<file path="src/rtl/upgrade_scheduler.sv">
// upgrade_scheduler
// Frame-rate controller for the single bullet-upgrade pickup.
//   - Hides the pickup for SPAWN_DELAY frames, shows it at a pseudo-random
//     site for up to LIFETIME frames, then grants POWER_DURATION frames of
//     upgraded bullets to whichever player collected it.
// Ports:
//   frame_clk          : one rising edge per video frame (only clock)
//   Reset              : synchronous, active-high
//   game_enable        : round in progress; low forces the hidden state
//   bullet_1/2_upgraded: latched collect flags from the collision detector
//   player_hit_1/2     : one-frame hit pulses
//   upgrade_clear      : holds the collision detector cleared while hidden
//   upgrade_visible    : pickup sprite enable
//   UpgradeX/UpgradeY  : current site coordinates (shown even while hidden)
//   power_1/power_2    : per-player upgraded-bullet enables
//   power_remaining    : frames left in the powered window, 0 otherwise
module upgrade_scheduler #(
  parameter int unsigned SPAWN_DELAY    = 300,
  parameter int unsigned LIFETIME       = 600,
  parameter int unsigned POWER_DURATION = 480,
  parameter logic [39:0] SITE_X = {10'd120, 10'd520, 10'd320, 10'd320},
  parameter logic [39:0] SITE_Y = {10'd240, 10'd240, 10'd80, 10'd400}
) (
  input  logic        frame_clk,
  input  logic        Reset,
  input  logic        game_enable,
  input  logic        bullet_1_upgraded,
  input  logic        bullet_2_upgraded,
  input  logic        player_hit_1,
  input  logic        player_hit_2,
  output logic        upgrade_clear,
  output logic        upgrade_visible,
  output logic [9:0]  UpgradeX,
  output logic [9:0]  UpgradeY,
  output logic        power_1,
  output logic        power_2,
  output logic [11:0] power_remaining
);

  localparam logic [11:0] SPAWN_LD = 12'(SPAWN_DELAY);
  localparam logic [11:0] LIFE_LD  = 12'(LIFETIME);
  localparam logic [11:0] POWER_LD = 12'(POWER_DURATION);

  typedef enum logic [1:0] {
    IDLE    = 2'd0,
    ACTIVE  = 2'd1,
    POWERED = 2'd2
  } state_t;

  state_t      state_q, state_d;
  logic [11:0] cnt_q, cnt_d;
  logic [1:0]  site_q, site_d;
  logic [1:0]  owner_q, owner_d;   // 0 = nobody, 1 = player 1, 2 = player 2
  logic [7:0]  lfsr_q, lfsr_d;

  logic        upgrade_clear_q, upgrade_clear_d;
  logic        upgrade_visible_q, upgrade_visible_d;
  logic        power_1_q, power_1_d;
  logic        power_2_q, power_2_d;
  logic [11:0] power_remaining_q, power_remaining_d;

  logic [1:0]  pick;
  logic        owner_hit;

  // Unpack the site tables so the coordinates are a plain array lookup.
  logic [9:0] site_x_tab [4];
  logic [9:0] site_y_tab [4];

  genvar gi;
  generate
    for (gi = 0; gi < 4; gi++) begin : g_site
      assign site_x_tab[gi] = SITE_X[gi*10 +: 10];
      assign site_y_tab[gi] = SITE_Y[gi*10 +: 10];
    end
  endgenerate

  always_comb begin
    state_d = state_q;
    cnt_d   = cnt_q;
    site_d  = site_q;
    owner_d = owner_q;
    // Fibonacci LFSR, taps 8,6,5,4; free-runs every frame in every state.
    lfsr_d  = {lfsr_q[6:0], lfsr_q[7] ^ lfsr_q[5] ^ lfsr_q[4] ^ lfsr_q[3]};

    // Never respawn on the same site twice in a row: bump to the next one.
    pick = lfsr_q[1:0];
    if (pick == site_q) begin
      pick = pick + 2'd1;
    end

    owner_hit = (owner_q == 2'd1) ? player_hit_1 : player_hit_2;

    if (!game_enable) begin
      state_d = IDLE;
      cnt_d   = SPAWN_LD;
    end else begin
      case (state_q)
        IDLE: begin
          if (cnt_q == 12'd1) begin
            state_d = ACTIVE;
            cnt_d   = LIFE_LD;
            site_d  = pick;
          end else begin
            cnt_d = cnt_q - 12'd1;
          end
        end
        ACTIVE: begin
          // Collection outranks expiry on the same frame.
          if (bullet_1_upgraded) begin
            state_d = POWERED;
            owner_d = 2'd1;
            cnt_d   = POWER_LD;
          end else if (bullet_2_upgraded) begin
            state_d = POWERED;
            owner_d = 2'd2;
            cnt_d   = POWER_LD;
          end else if (cnt_q == 12'd1) begin
            state_d = IDLE;
            cnt_d   = SPAWN_LD;
          end else begin
            cnt_d = cnt_q - 12'd1;
          end
        end
        POWERED: begin
          if (owner_hit || (cnt_q == 12'd1)) begin
            state_d = IDLE;
            cnt_d   = SPAWN_LD;
          end else begin
            cnt_d = cnt_q - 12'd1;
          end
        end
        default: begin
          state_d = IDLE;
          cnt_d   = SPAWN_LD;
        end
      endcase
    end

    // Outputs are decoded from the next state so they flip on the same
    // edge as the state register.
    upgrade_clear_d   = (state_d == IDLE);
    upgrade_visible_d = (state_d == ACTIVE);
    power_1_d         = (state_d == POWERED) && (owner_d == 2'd1);
    power_2_d         = (state_d == POWERED) && (owner_d == 2'd2);
    power_remaining_d = (state_d == POWERED) ? cnt_d : 12'd0;
  end

  always_ff @(posedge frame_clk) begin
    if (Reset) begin
      state_q           <= IDLE;
      cnt_q             <= SPAWN_LD;
      site_q            <= 2'd0;
      owner_q           <= 2'd0;
      lfsr_q            <= 8'h5A;
      upgrade_clear_q   <= 1'b1;
      upgrade_visible_q <= 1'b0;
      power_1_q         <= 1'b0;
      power_2_q         <= 1'b0;
      power_remaining_q <= 12'd0;
    end else begin
      state_q           <= state_d;
      cnt_q             <= cnt_d;
      site_q            <= site_d;
      owner_q           <= owner_d;
      lfsr_q            <= lfsr_d;
      upgrade_clear_q   <= upgrade_clear_d;
      upgrade_visible_q <= upgrade_visible_d;
      power_1_q         <= power_1_d;
      power_2_q         <= power_2_d;
      power_remaining_q <= power_remaining_d;
    end
  end

  assign upgrade_clear   = upgrade_clear_q;
  assign upgrade_visible = upgrade_visible_q;
  assign power_1         = power_1_q;
  assign power_2         = power_2_q;
  assign power_remaining = power_remaining_q;
  assign UpgradeX        = site_x_tab[site_q];
  assign UpgradeY        = site_y_tab[site_q];

endmodule

</file>
<file path="config.mk">
export PLATFORM = sky130hd
export DESIGN_NAME = upgrade_scheduler
export DESIGN_NICKNAME = d
export VERILOG_FILES = /design/src/rtl/upgrade_scheduler.sv
export SDC_FILE = /design/constraint.sdc
export NUM_CORES = 1
export LEC_CHECK = 0
export BUFFER_PORTS_ARGS = -buffer_cell sky130_fd_sc_hd__clkbuf_2
export CAP_MARGIN = 20
export CORE_MARGIN = 2
export CORE_UTILIZATION = 45
export CTS_CLUSTER_DIAMETER = 40
export CTS_CLUSTER_SIZE = 16
export DETAILED_ROUTE_END_ITERATION = 16
export PLACE_DENSITY = 0.68
export SYNTH_ARGS = -nofsm -noshare
export SYNTH_HDL_FRONTEND = slang
export SYNTH_SLANG_ARGS = --single-unit
</file>
<file path="constraint.sdc">
create_clock -name frame_clk -period 2.1 [get_ports frame_clk]
set_input_delay 0.42 -clock frame_clk [delete_from_list [all_inputs] [get_ports frame_clk]]
set_output_delay 0.42 -clock frame_clk [all_outputs]
set_load 0.01 [all_outputs]
</file>
======== Yosys cells after proc, flatten, opt, wreduce, memory -nomap -nowiden ========
Index checks and enable logic that the tools add are counted.
cells by class
  add/subtract/negate cells ............... 2
  magnitude comparators ................... 1
  equality and inequality tests ........... 9
  muxes and demuxes ....................... 26
  bitwise gates (word level) .............. 5
  reductions and logical operators ........ 7
operator list
  kind                                                      count
  2-to-1 mux 12 bit                                         6
  binary-select mux 10 bit (select 2 bit)                   2
  2-to-1 mux 10 bit                                         4
  case mux 12 bit (3 select lines)                          1
  2-to-1 mux 2 bit                                          11
  equality test 12 x 1 -> 1 bit, second input constant      1
  subtractor 12 x 1 -> 12 bit, second input constant        1
  equality test 2 x 1 -> 1 bit, second input constant       4
  equality test 2 bit, second input constant                3
  case mux 2 bit (3 select lines)                           1
  zero test 2 bit                                           2
  greater-or-equal comparator 3 bit, second input constant  1
  inverter 2 -> 3 bit                                       1
  AND reduction 3 bit                                       1
  bitwise XOR 1 bit                                         3
  adder 2 x 1 -> 2 bit, second input constant               1
  equality test 2 bit                                       1
  logical AND 1 bit                                         2
  OR reduction 2 bit                                        1
  logical OR 1 bit                                          1
  2-to-1 mux 1 bit                                          1
  inverter 1 bit                                            1
storage, ports and cells
  register bits after elaboration ......... 42
  input bits .............................. 7
  logic and storage cells ................. 60

======== Depth between registers and ports, before layout ========
  depth in word-level cells ............... 9
  mapped depth ............................ 9
  depth with buffers taken out ............ 8

======== Worst setup path before layout ========
Ideal clock, no wire load.
  path kind ............................... register to register
  start ................................... register cnt_q[0]
  end ..................................... register site_q[0]
  library setup time ...................... 0.074 ns
  arrival time ............................ 1.674 ns
  data required time ...................... 2.026 ns
  path slack .............................. 0.352 ns
  stages on the path, launching flop included .. 8
  buffers on the path ..................... 1
  period minus slack after synthesis ...... 1.748 ns
  cells stage by stage .................... dfxtp_1 > ha_1 > nor4b_4 > and3_1 > buf_6 > nand3_4 > or3_1 > a31oi_1
on the way
  word-level cells in the longest chain between the ends .. 2
ends and longest elaborated chain
  element                               line  source
  from (decl)                           51    logic [11:0] cnt_q, cnt_d;
  from (signal assigned)                162   cnt_q <= cnt_d;
  equality test 12 x 1 -> 1 bit         99    if (cnt_q == 12'd1) begin
  AND reduction 3 bit (no source line)  n/a
  to (signal assigned)                  163   site_q <= site_d;
  to (decl)                             52    logic [1:0] site_q, site_d;
Every way passes these cells.
A chain may end at the register's enable or synchronous reset.

======== Worst setup path in the final report ========
Ends and elaborated chain as after synthesis.

==> results by group <==
Outcome
  • Status: completed

Clock tree
  • Num CTS Buffers: 5
  • Clk sinks: 42
  • CTS H-tree lvls: 2
  • Resize count post-CTS: 0
  • CTS tree: done
  • Worst-case clock buffer depth: 2
  • Clock latency on the worst-skew pair: 0.30 ns
  • Postcts setup bufs: 0
  • Hold buffers post-CTS: 0
  • Clk root buf: clkbuf_8
  • Clock transition at path regs: 0.08 ns

Timing
  • Slew Limit Fails: 0
  • Final worst path period share: 92.22%
  • Fin Clk Skew: 0.007052 ns
  • Slew margin rel.: 61.39%
  • Final Critical Period: 1.937 ns
  • Worst-margin pin slew: 0.5753 ns
  • Upper clock frequency limit: 0.5164 GHz
  • Final setup fails: 0
  • Final hold violation count: 0

Hold path
  • Min-delay worst type: reg2reg

Global routing
  • First-pass GRT wire length: 6.824 mm
  • GRT overflow: 0
  • Antenna violations before repair: 0
  • Largest net degree at the start of global routing: 17
  • Gr usage total: 17.30%
  • Vias in the first global route: 1426

Synthesis
  • Async set-or-reset flop fraction in the synthesized netlist: 0%
  • Ys flop type: dfxtp_1
  • Top-count cell post-synth: dfxtp_1
  • Post-synth EDFFs: 0
  • Sequential fraction of the synthesis area: 42.29%
  • Cell variety after synth: 55
  • Main area contributors after synthesis: dfxtp_1, buf_4, nor2_1
  • Post-Synthesis Cells: 218
  • Mapped cell area: 1988 µm²
  • Top cell type's share of synthesized area: 42.29%
  • Commonest cells in the netlist: dfxtp_1, nor2_1, nand2_1
  • Mean Syn Cell Area: 9.120 µm²
  • Total of warnings raised by yosys: 0
  • Top cell type by total area after synthesis: dfxtp_1
  • Post-synthesis register bit count: 42

Route
  • DRC viols: 0
  • Via count: 1570
  • Drt total wl: 4.036 mm
  • WL per Instance: 13.19 µm
  • ANT nets after route: 0
  • Vias per cell: 5.131
  • Initial DRC Count: 92
  • Pre-antenna DRT Iters: 4

Worst setup path
  • Crit Path Max Fanout: 7
  • CP Data Required Time: 2.32 ns
  • Crit path DAT: 2.16 ns
  • Crit Path Class: reg2reg
  • CP Launch Type: register
  • Critical Path End Type: register

Die
  • IO Pins: 43
  • Core Footprint: 4294 µm²
  • Die Span Y: 70.47 µm
  • Site Rows: 24
  • Initial core utilization: 46.30%
  • Die W: 70.47 µm
  • DIE AREA: 4966 µm²

Place
  • DP Wirelength: 2.947 mm
  • Area after DPL: 2166 µm²
  • Routability Congestion: 0.9121
  • Port Buffers: 32

Cells and area
  • Fin area: 2263 µm²
  • Fin nets: 262
  • Core Util, Final: 52.71%
  • Ant diodes: 0
  • Area delta synth->final: 13.85%
  • Share of cells above drive strength 1: 24.41%

Flow run
  • Max Cap Viol: 0

Power and ir drop
  • Lkg Pwr: 0.9267 nW
  • Max IR drop VDD: 0.3656 mV
  • Pwr/cell area: 642.5 nW/µm²
## final timing paths
check | startpoint | end | slack (ns) | depth (start not counted)
worst max-delay path | cnt_q[0] | site_q[0] | 0.16 | 6
worst min-delay path | lfsr_q[2] | lfsr_q[3] | 0.42 | 1
worst max register to register | cnt_q[0] | site_q[0] | 0.16 | 6
worst min register to register | lfsr_q[2] | lfsr_q[3] | 0.42 | 1
## area by class of cell
class	count	area, µm²
inverter	8	30.03
fill	411	2031
tap	52	65.06
timing repair buffer	39	212.7
sequential	42	840.8
multi-input combinational	157	1023
clock inverter	1	5.005
clock buffer	7	86.33
## cells by family after synthesis
family,count (synthesis),synth area share [%]
simple gates,91,27.56
compound gates,45,16.49
flops,42,42.29
buf+inv,27,8.055
xor+xnor,9,3.964
fa+ha+maj,2,1.258
other cells,2,0.3777
## cell usage in the layout, fill, tap and decap left out, drive strengths merged, types with 2 or more instances in the layout
cell type  count
nand4          2
o21a           4
conb          10
clkbuf        39
o21ai          8
a211oi         4
or3            6
o211ai         3
nand2b         4
nor2          19
dfxtp         42
a31oi          4
a2111oi        3
nand3b         3
xor2           5
nor3           9
o211a          2
and2           3
nor4           2
nor2b          6
inv            8
a21oi          9
or2            7
xnor2          4
buf            7
nand2         15
nand3          5
o31ai          2
and3           4
ha             2
## worst max-delay path, cell delays in order (launching register included)
cell	delay [ns]
dfxtp_1	0.41
ha_1	0.19
nor4b_4	0.29
and3_2	0.37
nand3_4	0.10
or3_1	0.35
a31oi_1	0.16
## metal layers
layer | track usage (%) | part of all wire [%]
met2 | 25.68 | 44
met5 | 0 | 0
met1 | 24.80 | 50
met3 | 3.752 | 5.6
met4 | 5.769 | 0.72
## metrics by stage
| step | total power [mW] | setup WS [ns] | std cells | hold WS [ns] | setup TNS [ns] |
|---|---|---|---|---|---|
| floorplan | 0.9257 | 0.3515 | 226 | 0.3895 | 0 |
| global placement | 0.9394 | 0.1713 | 298 | 0.4096 | 0 |
| detailed placement | 0.9403 | 0.1003 | 298 | 0.4002 | 0 |
| CTS | 1.465 | 0.05913 | 306 | 0.4252 | 0 |
| global route | 1.516 | -0.01473 | 306 | 0.4553 | -0.02891 |
| finish | 1.454 | 0.1634 | 306 | 0.4198 | 0 |
## state kept, by name, indices dropped and copies added (netlist names)
name / flops
cnt_q: 12
lfsr_q: 8
power_remaining: 12
site_q: 2
power_1: 1
power_2: 1
upgrade_visible: 1
state_q: 2
owner_q: 2
upgrade_clear: 1
## power by group
| part | total, mW | internal [mW] | switching (mW) |
|---|---|---|---|
| Combinational | 0.0927 | 0.0394 | 0.0533 |
| Sequential | 0.830 | 0.815 | 0.0150 |
| Clock | 0.532 | 0.265 | 0.267 |
| Total | 1.45 | 1.12 | 0.335 |
Note: power is estimated with default switching activity, not from simulation.
